$ cat src/rtl/fault_campaign_ctrl.sv
// Fault-injection campaign sequencer: one golden pass, then one injected pass per fault ID.
// Optional macro FI_EARLY_ABORT_EN ends an injected pass at its first detected mismatch.
module fault_campaign_ctrl #(
    parameter int                 FID_W  = 17,
    parameter int                 OUT_W  = 32,
    parameter int                 STIM_W = 32,
    parameter int                 CYCLES = 2,
    parameter logic [STIM_W-1:0]  SEED   = STIM_W'(32'h8000_0000)
) (
    input  logic              clk,
    input  logic              rst,
    input  logic              start,
    input  logic [FID_W-1:0]  batch_start,
    input  logic [FID_W-1:0]  batch_end,
    output logic [STIM_W-1:0] stim_out,
    output logic [FID_W-1:0]  fault_id,
    input  logic [OUT_W-1:0]  dut_resp,
    output logic              res_valid,
    input  logic              res_ready,
    output logic [FID_W-1:0]  res_fid,
    output logic              res_detected,
    output logic [3:0]        res_cycle,
    output logic              busy,
    output logic              done,
    output logic [FID_W-1:0]  det_cnt,
    output logic [FID_W-1:0]  tot_cnt
);

    localparam logic [FID_W-1:0]  NO_FAULT  = '1;
    localparam logic [FID_W-1:0]  FID_ONE   = FID_W'(1);
    localparam logic [4:0]        LAST_K    = 5'(CYCLES - 1);
    // Galois taps for x^32 + x^22 + x^2 + x + 1, truncated for narrower stimulus
    localparam logic [STIM_W-1:0] LFSR_TAPS = STIM_W'(64'h0000_0000_0040_0007);

    typedef enum logic [2:0] {
        IDLE   = 3'd0,
        GOLDEN = 3'd1,
        INJECT = 3'd2,
        REPORT = 3'd3,
        DONE   = 3'd4
    } state_t;

    state_t             state_q, state_d;
    logic [STIM_W-1:0]  lfsr_q, lfsr_d;
    logic [4:0]         k_q, k_d;
    logic [FID_W-1:0]   cur_fid_q, cur_fid_d;
    logic [FID_W-1:0]   end_fid_q, end_fid_d;
    logic [FID_W-1:0]   res_fid_q, res_fid_d;
    logic               res_det_q, res_det_d;
    logic [3:0]         res_cyc_q, res_cyc_d;
    logic [FID_W-1:0]   det_cnt_q, det_cnt_d;
    logic [FID_W-1:0]   tot_cnt_q, tot_cnt_d;
    logic [OUT_W-1:0]   golden_q [CYCLES];

    logic [STIM_W-1:0]  lfsr_step;
    logic [OUT_W-1:0]   golden_sel;
    logic               mismatch;
    logic               first_miss;
    logic               last_k;
    logic [FID_W-1:0]   next_fid;

    assign lfsr_step  = {lfsr_q[STIM_W-2:0], 1'b0} ^ ({STIM_W{lfsr_q[STIM_W-1]}} & LFSR_TAPS);
    assign last_k     = (k_q == LAST_K);
    assign next_fid   = cur_fid_q + FID_ONE;
    assign mismatch   = (dut_resp != golden_sel);
    assign first_miss = mismatch && !res_det_q;

    always_comb begin
        golden_sel = '0;
        for (int i = 0; i < CYCLES; i++) begin
            if (k_q == 5'(i)) golden_sel = golden_q[i];
        end
    end

    always_comb begin
        state_d   = state_q;
        lfsr_d    = lfsr_q;
        k_d       = k_q;
        cur_fid_d = cur_fid_q;
        end_fid_d = end_fid_q;
        res_fid_d = res_fid_q;
        res_det_d = res_det_q;
        res_cyc_d = res_cyc_q;
        det_cnt_d = det_cnt_q;
        tot_cnt_d = tot_cnt_q;

        case (state_q)
            IDLE: begin
                if (start) begin
                    det_cnt_d = '0;
                    tot_cnt_d = '0;
                    if (batch_end <= batch_start || batch_end == NO_FAULT) begin
                        state_d = DONE;
                    end else begin
                        state_d   = GOLDEN;
                        cur_fid_d = batch_start;
                        end_fid_d = batch_end;
                        lfsr_d    = SEED;
                        k_d       = '0;
                    end
                end
            end
            GOLDEN: begin
                lfsr_d = lfsr_step;
                k_d    = k_q + 5'd1;
                if (last_k) begin
                    state_d   = INJECT;
                    lfsr_d    = SEED;
                    k_d       = '0;
                    res_fid_d = cur_fid_q;
                    res_det_d = 1'b0;
                    res_cyc_d = '0;
                end
            end
            INJECT: begin
                lfsr_d = lfsr_step;
                k_d    = k_q + 5'd1;
                if (first_miss) begin
                    res_det_d = 1'b1;
                    res_cyc_d = k_q[3:0];
                end
`ifdef FI_EARLY_ABORT_EN
                if (last_k || first_miss) state_d = REPORT;
`else
                if (last_k) state_d = REPORT;
`endif
            end
            REPORT: begin
                if (res_ready) begin
                    tot_cnt_d = tot_cnt_q + FID_ONE;
                    det_cnt_d = det_cnt_q + {{(FID_W-1){1'b0}}, res_det_q};
                    cur_fid_d = next_fid;
                    if (next_fid == end_fid_q) begin
                        state_d = DONE;
                    end else begin
                        state_d   = INJECT;
                        lfsr_d    = SEED;
                        k_d       = '0;
                        res_fid_d = next_fid;
                        res_det_d = 1'b0;
                        res_cyc_d = '0;
                    end
                end
            end
            DONE: begin
                state_d = IDLE;
            end
            default: begin
                state_d = IDLE;
            end
        endcase
    end

    always_ff @(posedge clk or posedge rst) begin
        if (rst) begin
            state_q   <= IDLE;
            lfsr_q    <= '0;
            k_q       <= '0;
            cur_fid_q <= '0;
            end_fid_q <= '0;
            res_fid_q <= '0;
            res_det_q <= 1'b0;
            res_cyc_q <= '0;
            det_cnt_q <= '0;
            tot_cnt_q <= '0;
        end else begin
            state_q   <= state_d;
            lfsr_q    <= lfsr_d;
            k_q       <= k_d;
            cur_fid_q <= cur_fid_d;
            end_fid_q <= end_fid_d;
            res_fid_q <= res_fid_d;
            res_det_q <= res_det_d;
            res_cyc_q <= res_cyc_d;
            det_cnt_q <= det_cnt_d;
            tot_cnt_q <= tot_cnt_d;
        end
    end

    // Golden responses are captured only during the single golden pass of a campaign
    always_ff @(posedge clk or posedge rst) begin
        if (rst) begin
            for (int i = 0; i < CYCLES; i++) golden_q[i] <= '0;
        end else if (state_q == GOLDEN) begin
            for (int i = 0; i < CYCLES; i++) begin
                if (k_q == 5'(i)) golden_q[i] <= dut_resp;
            end
        end
    end

    assign stim_out     = lfsr_q;
    assign fault_id     = (state_q == INJECT) ? cur_fid_q : NO_FAULT;
    assign res_valid    = (state_q == REPORT);
    assign res_fid      = res_fid_q;
    assign res_detected = res_det_q;
    assign res_cycle    = res_cyc_q;
    assign busy         = (state_q == GOLDEN) || (state_q == INJECT) || (state_q == REPORT);
    assign done         = (state_q == DONE);
    assign det_cnt      = det_cnt_q;
    assign tot_cnt      = tot_cnt_q;

endmodule
$ cat config.mk
export PLATFORM = sky130hd
export DESIGN_NAME = fault_campaign_ctrl
export DESIGN_NICKNAME = d
export VERILOG_FILES = /design/src/rtl/fault_campaign_ctrl.sv
export SDC_FILE = /design/constraint.sdc
export NUM_CORES = 1
export LEC_CHECK = 0
export CAP_MARGIN = 20
export CORE_MARGIN = 4
export CORE_UTILIZATION = 40
export DETAILED_ROUTE_END_ITERATION = 12
export HOLD_SLACK_MARGIN = 0.06
export PLACE_DENSITY = 0.73
export SLEW_MARGIN = 0
export SYNTH_ARGS = -nofsm -noshare
export SYNTH_HDL_FRONTEND = slang
export SYNTH_SLANG_ARGS = --single-unit
$ cat constraint.sdc
create_clock -name clk -period 6.8 [get_ports clk]
set_clock_uncertainty 0.1 [all_clocks]
set_input_delay 1.36 -clock clk [delete_from_list [all_inputs] [get_ports clk]]
set_output_delay 1.36 -clock clk [all_outputs]
set_load 0.005 [all_outputs]
==> qor.csv, run 1 <==
metric;value;unit
switching power;0.00199;W
status;finished, final reports clean;
CTS Hold Bufs;0;
drt first-iter violations;637;
list of most frequent post-synthesis cells;dfrtp_1, mux2_2, nand2_1;
sw frac;0.372;
post-synthesis cell type count;68;
Syn Std Cell Area;0.0105;sq mm
Synth warnings;0;
share of post-route cells with drive strength above 1;0.150;
synthesis-to-layout area growth;25.3;%
Synthesized Nets;1065;
pin count of the biggest net entering global routing;129;
clock-pin transition on the worst setup and hold timing paths;70;ps
CP Class;in2reg;
RSZ-0062 raised after global routing;false;
Most Crowded Layer GR;met2;
maxcap violations;0;
# nets final;1209;
GR Layer Usage met2;0.291;
Worst setup SP type;input pin;
Fin. Hold Viols;0;
grt ovf;0;
Die Y;170;microns
CP Capture Type;flip-flop;
Post-Synthesis Cells;971;
final total power;0.00536;W
die width;170;microns
initial antenna violation count;3;
Pleak;5.37;nW
Clock power frac;0.204;
ys async rst share;1.00;
Highest Clock Rate;222;MHz
Post-CTS Setup Repair Bufs;0;
PostCTS Resize Cnt;0;
Place WS;1920;ps
WP data required;6970;ps
area leader, netlist;dfrtp_1;
first-pass GRT wire length;43400;microns
register bit total from synthesis;194;
clock buffer depth;2;
Final GP Congestion;0.885;
Rows;58;
via/cell ratio;5.56;
latest clock arrival within the worst-skew pair;440;ps
GRT met3 Usage;0.0547;
Mapped Avg Cell Area;10.8;sq um
Max Slew Vio Count;0;
Flop pwr share;0.385;
Port Buffers;177;
Fin Setup TNS;0;ps
Initial DRT Pass Iterations;5;
Max FO, Critical Path;35;
setup slack after layout;2290;ps
Slew headroom;0.286;
Layout fillers;2255;
post-synthesis sequential area ratio;0.465;
combinational power share;0.410;
Peak supply drop;0.173;mV
GRT Overall Usage;0.186;
Yosys top cell area share;0.465;
Worst-Margin Slew;1070;ps
CTS sink cnt;194;
setup violators final;0;
Via Count;8101;
# IOs;178;
number of synthesized flops with an enable pin;0;
post-layout min period;4510;ps
Int Pwr;0.00337;W
Antenna Cells;0;
H-tree depth;4;
dominant cell by count in the synthesized netlist;dfrtp_1;
Root Driver;clkbuf_16;
Routed Antenna Nets;0;
met1 Track Usage GR;0.252;
Post-Route WL;26700;microns
Worst EP arrival;4680;ps
vias in the first global route;8136;
starting density of the core;0.410;
Remaining DRCs;0;
TritonCTS clock tree;built;
path category of the worst min-delay check;reg2reg;
P per Cell Area;410;mW/mm^2
dpl hpwl;18900;microns
core outline area;0.0255;sq mm
CTS Buf Count;17;
final worst-path cycle share;0.663;
Post-synth top flop;dfrtp_1;
total die area;0.0288;sq mm
largest cells by area after synthesis;dfrtp_1, mux2_2, xnor2_1;
routed len/inst;18.3;microns
## through the flow
step / util / hold slack (ps) / instance area (sq um) / cells
finish: 0.514 / 401 / 13100 / 1458
detailed placement: 0.489 / 387 / 12400 / 1426
global placement: 0.489 / 383 / 12400 / 1426
floorplan: - / 371 / 10500 / 971
global route: 0.514 / 427 / 13100 / 1458
CTS: 0.514 / 403 / 13100 / 1458
## metal layers
metal  routed length, microns  share of wire
met5                       37         0.0014
met4                      592          0.022
met3                     1870          0.070
met2                    12500           0.47
met1                    11700           0.44
## cell families after synthesis
family | count (synthesis) | share of synthesized area
AO/OA/AOI/OAI | 196 | 0.139
AND/OR/NAND/NOR | 265 | 0.134
flip-flops | 194 | 0.465
adder cells (fa/ha/maj) | 24 | 0.0287
multiplexers | 107 | 0.118
XOR/XNOR | 91 | 0.0763
buffers and inverters | 94 | 0.0399
## cells in the final DEF (no fill, tap or decap), types with 32 or more instances in the layout
| cell | count |
|---|---|
| dfrtp_1 | 194 |
| a22o_1 | 37 |
| mux2_2 | 95 |
| xor2_1 | 34 |
| clkdlybuf4s50_1 | 177 |
| a21oi_1 | 38 |
| nor2_1 | 47 |
| xnor2_1 | 57 |
| nand2_1 | 72 |
| o21ai_0 | 32 |
## state kept, by name, summed over array words and instances (netlist names)
name,cells
golden_q,64
stim_out,32
cur_fid_q,17
det_cnt,17
end_fid_q,17
res_fid,17
tot_cnt,17
k_q,5
res_cycle,4
state_q,3
res_detected,1
## area by class of cell
| class | instances | area, sq um | area share |
|---|---|---|---|
| Sequential cell | 194 | 4850 | 0.371 |
| Tap cell | 330 | 413 | 0.0315 |
| Inverter | 32 | 128 | 0.00975 |
| Timing Repair Buffer | 187 | 1850 | 0.141 |
| Clock inverter | 15 | 221 | 0.0169 |
| Multi-Input combinational cell | 683 | 5200 | 0.398 |
| Clock buffer | 17 | 425 | 0.0325 |
## power groups by stage
| stage | clock network (W) | registers, W | logic [W] |
|---|---|---|---|
| floorplan | 0 | 0.00186 | 0.00164 |
| global placement | 0 | 0.00205 | 0.00216 |
| detailed placement | 0 | 0.00208 | 0.00221 |
| CTS | 0.00112 | 0.00206 | 0.00221 |
| global route | 0.00117 | 0.00213 | 0.00242 |
| finish | 0.00110 | 0.00207 | 0.00220 |
## final timing paths
path | startpoint | end | slack, ps | cells past startpoint
worst max register to register | cur_fid_q[0]$_DFFE_PP0P_ | stim_out[31]$_DFFE_PP0P_ | 2780 | 8
max in group asynchronous | rst | golden_q[62]$_DFFE_PP0P_ | 3770 | 3
worst min-delay path | golden_q[31]$_DFFE_PP0P_ | golden_q[31]$_DFFE_PP0P_ | 400 | 1
worst min register to register | golden_q[31]$_DFFE_PP0P_ | golden_q[31]$_DFFE_PP0P_ | 400 | 1
min in group asynchronous | rst | stim_out[24]$_DFFE_PP0P_ | 1380 | 2
worst max-delay path | batch_start[14] | stim_out[31]$_DFFE_PP0P_ | 2290 | 10
## critical path: stages
cell	delay, ps
clkdlybuf4s50_1	560
inv_1	90
ha_1	330
a2111oi_0	350
o21ai_0	160
o21a_1	150
or4_1	590
a21o_1	400
o211ai_4	480
a22oi_1	200
No activity file was read; power rests on OpenSTA's default activity.
==> inputs of run 2 (changes only) <==
Settings changed: PLACE_DENSITY 0.73 to 0.71.
Clock period 6.8 ns to 4.34 ns, I/O delays scaled along.
==> run 2 against run 1 <==
Clock power grew 44%. Largest cell class unchanged. Combinational power grew 63%. Via count grew 0.52%. Worst hold slack gained 2.7 ps. Global-route usage is essentially flat. Count of clock-buffer cells in the layout grew 1. Critical path type unchanged.
==> qor.csv, run 2 (synthesis gave the netlist of run 1 again) <==
metric;value;unit
status;finished, final reports clean;
worst hold slack;404;ps
CP Class;in2reg;
TritonCTS clock tree;built;
switching power;0.00315;W
H-tree depth;4;
Layout fillers;2264;
initial antenna violation count;3;
setup violators final;0;
clock buffer depth;2;
clock-pin transition on the worst setup and hold timing paths;80;ps
Root Driver;clkbuf_16;
die width;170;microns
Biggest register;golden_q;
vias in the first global route;8096;
Post-CTS Setup Repair Bufs;0;
Max Slew Vio Count;0;
post-layout min period;3640;ps
Worst-Margin Slew;1050;ps
core outline area;0.0255;sq mm
Flop pwr share;0.382;
final core utilization;0.517;
CTS sink cnt;194;
RSZ-0062 raised after global routing;false;
commonest non-fill, non-tap cell in the layout;dfrtp_1;
Fin. Hold Viols;0;
path category of the worst min-delay check;reg2reg;
area of the multi-input gates;0.00520;sq mm
grt ovf;0;
Pleak;5.41;nW
combinational power share;0.429;
Via Count;8143;
WP data required;4550;ps
most frequent cells in the layout;dfrtp_1, clkdlybuf4s50_1, mux2_2;
# IOs;178;
Sequential Area;0.00485;sq mm
Worst setup SP type;input pin;
dpl hpwl;19400;microns
Port Buffers;177;
synthesis-to-layout area growth;25.9;%
Final Cell Area;0.0132;sq mm
latest clock arrival within the worst-skew pair;440;ps
CTS Hold Bufs;0;
P per Cell Area;635;mW/mm^2
Peak supply drop;0.274;mV
Post-Route WL;26900;microns
CP Capture Type;flip-flop;
Worst EP arrival;3850;ps
Routed Antenna Nets;0;
total die area;0.0288;sq mm
Int Pwr;0.00521;W
Initial DRT Pass Iterations;5;
Antenna Cells;0;
max reg flops;64;
sw frac;0.377;
via/cell ratio;5.55;
Slew headroom;0.297;
Highest Clock Rate;275;MHz
Max FO, Critical Path;17;
first-pass GRT wire length;43500;microns
Fin Setup TNS;0;ps
Area after DPL;0.0126;sq mm
GRT Overall Usage;0.186;
share of post-route cells with drive strength above 1;0.157;
final worst-path cycle share;0.839;
PostCTS Resize Cnt;0;
CTS Buf Count;17;
starting density of the core;0.410;
Final GP Congestion;0.943;
drt first-iter violations;535;
Die Y;170;microns
pin count of the biggest net entering global routing;65;
routed len/inst;18.3;microns
Clock power frac;0.189;
Rows;58;
maxcap violations;0;
Remaining DRCs;0;
# nets final;1219;
## run 2: changes by cell type in the layout (fill, tap and decap cells not counted)
cell        previous run  this run
buf_12                 0         4
inv_8                  4         6
clkbuf_8               0         1
clkinvlp_4             0         2
clkinv_2               1         0
clkinv_8               3         2
clkinv_4               3         2
buf_4                 10        16
inv_6                  2         3
bufinv_16              3         0
## run 2: layout make-up
class                   instances  share of cell area
clock buffers                  18              0.0334
clock inverters                14              0.0115
inverters                      32             0.00941
multi-input cells             683               0.396
flip-flops and latches        194               0.369
well taps                     330              0.0314
repair buffers                197               0.150
## run 2: metal layers
layer | global-route usage | share of wire | vias to the layer above
met3 | 0.0494 | 0.074 | 40
li1 | - | - | 3835
met4 | 0.0518 | 0.021 | 6
met2 | 0.292 | 0.46 | 249
met5 | 0 | 0.0016 | -
met1 | 0.256 | 0.44 | 4013
## run 2: critical path, stage by stage
cell and delay, ps:
clkdlybuf4s50_1 540, inv_1 70, ha_1 320, a2111oi_0 350
o21ai_0 160, o21a_1 140, or4_1 580, and3_1 430
mux2_2 380
## run 2: metrics by stage
stage	cells	setup WS [ps]	power, W
after floorplan	971	868	0.00549
after global placement	1436	302	0.00669
after detailed placement	1436	265	0.00681
after CTS	1468	720	0.00841
after global routing	1468	563	0.00890
final	1468	700	0.00835
## run 2: power groups by stage
stage	combinational, W	clock, W	sequential (W)
2_1_floorplan	0.00257	0	0.00291
3_3_place_gp	0.00351	0	0.00318
3_5_place_dp	0.00359	0	0.00322
4_1_cts	0.00360	0.00162	0.00318
5_1_grt	0.00390	0.00170	0.00330
6_report	0.00359	0.00158	0.00319
## run 2: final timing paths
path / start / to / slack (ps) / depth (start not counted)
max: batch_start[14] / end_fid_q[8]$_DFFE_PP0P_ / 700 / 9
max reg2reg: k_q[1]$_DFFE_PP0P_ / res_cycle[1]$_DFFE_PP0P_ / 850 / 10
min: golden_q[31]$_DFFE_PP0P_ / golden_q[31]$_DFFE_PP0P_ / 400 / 1
min in group asynchronous: rst / golden_q[16]$_DFFE_PP0P_ / 730 / 2
max in group asynchronous: rst / cur_fid_q[9]$_DFFE_PP0P_ / 2690 / 3
min reg2reg: golden_q[31]$_DFFE_PP0P_ / golden_q[31]$_DFFE_PP0P_ / 400 / 1
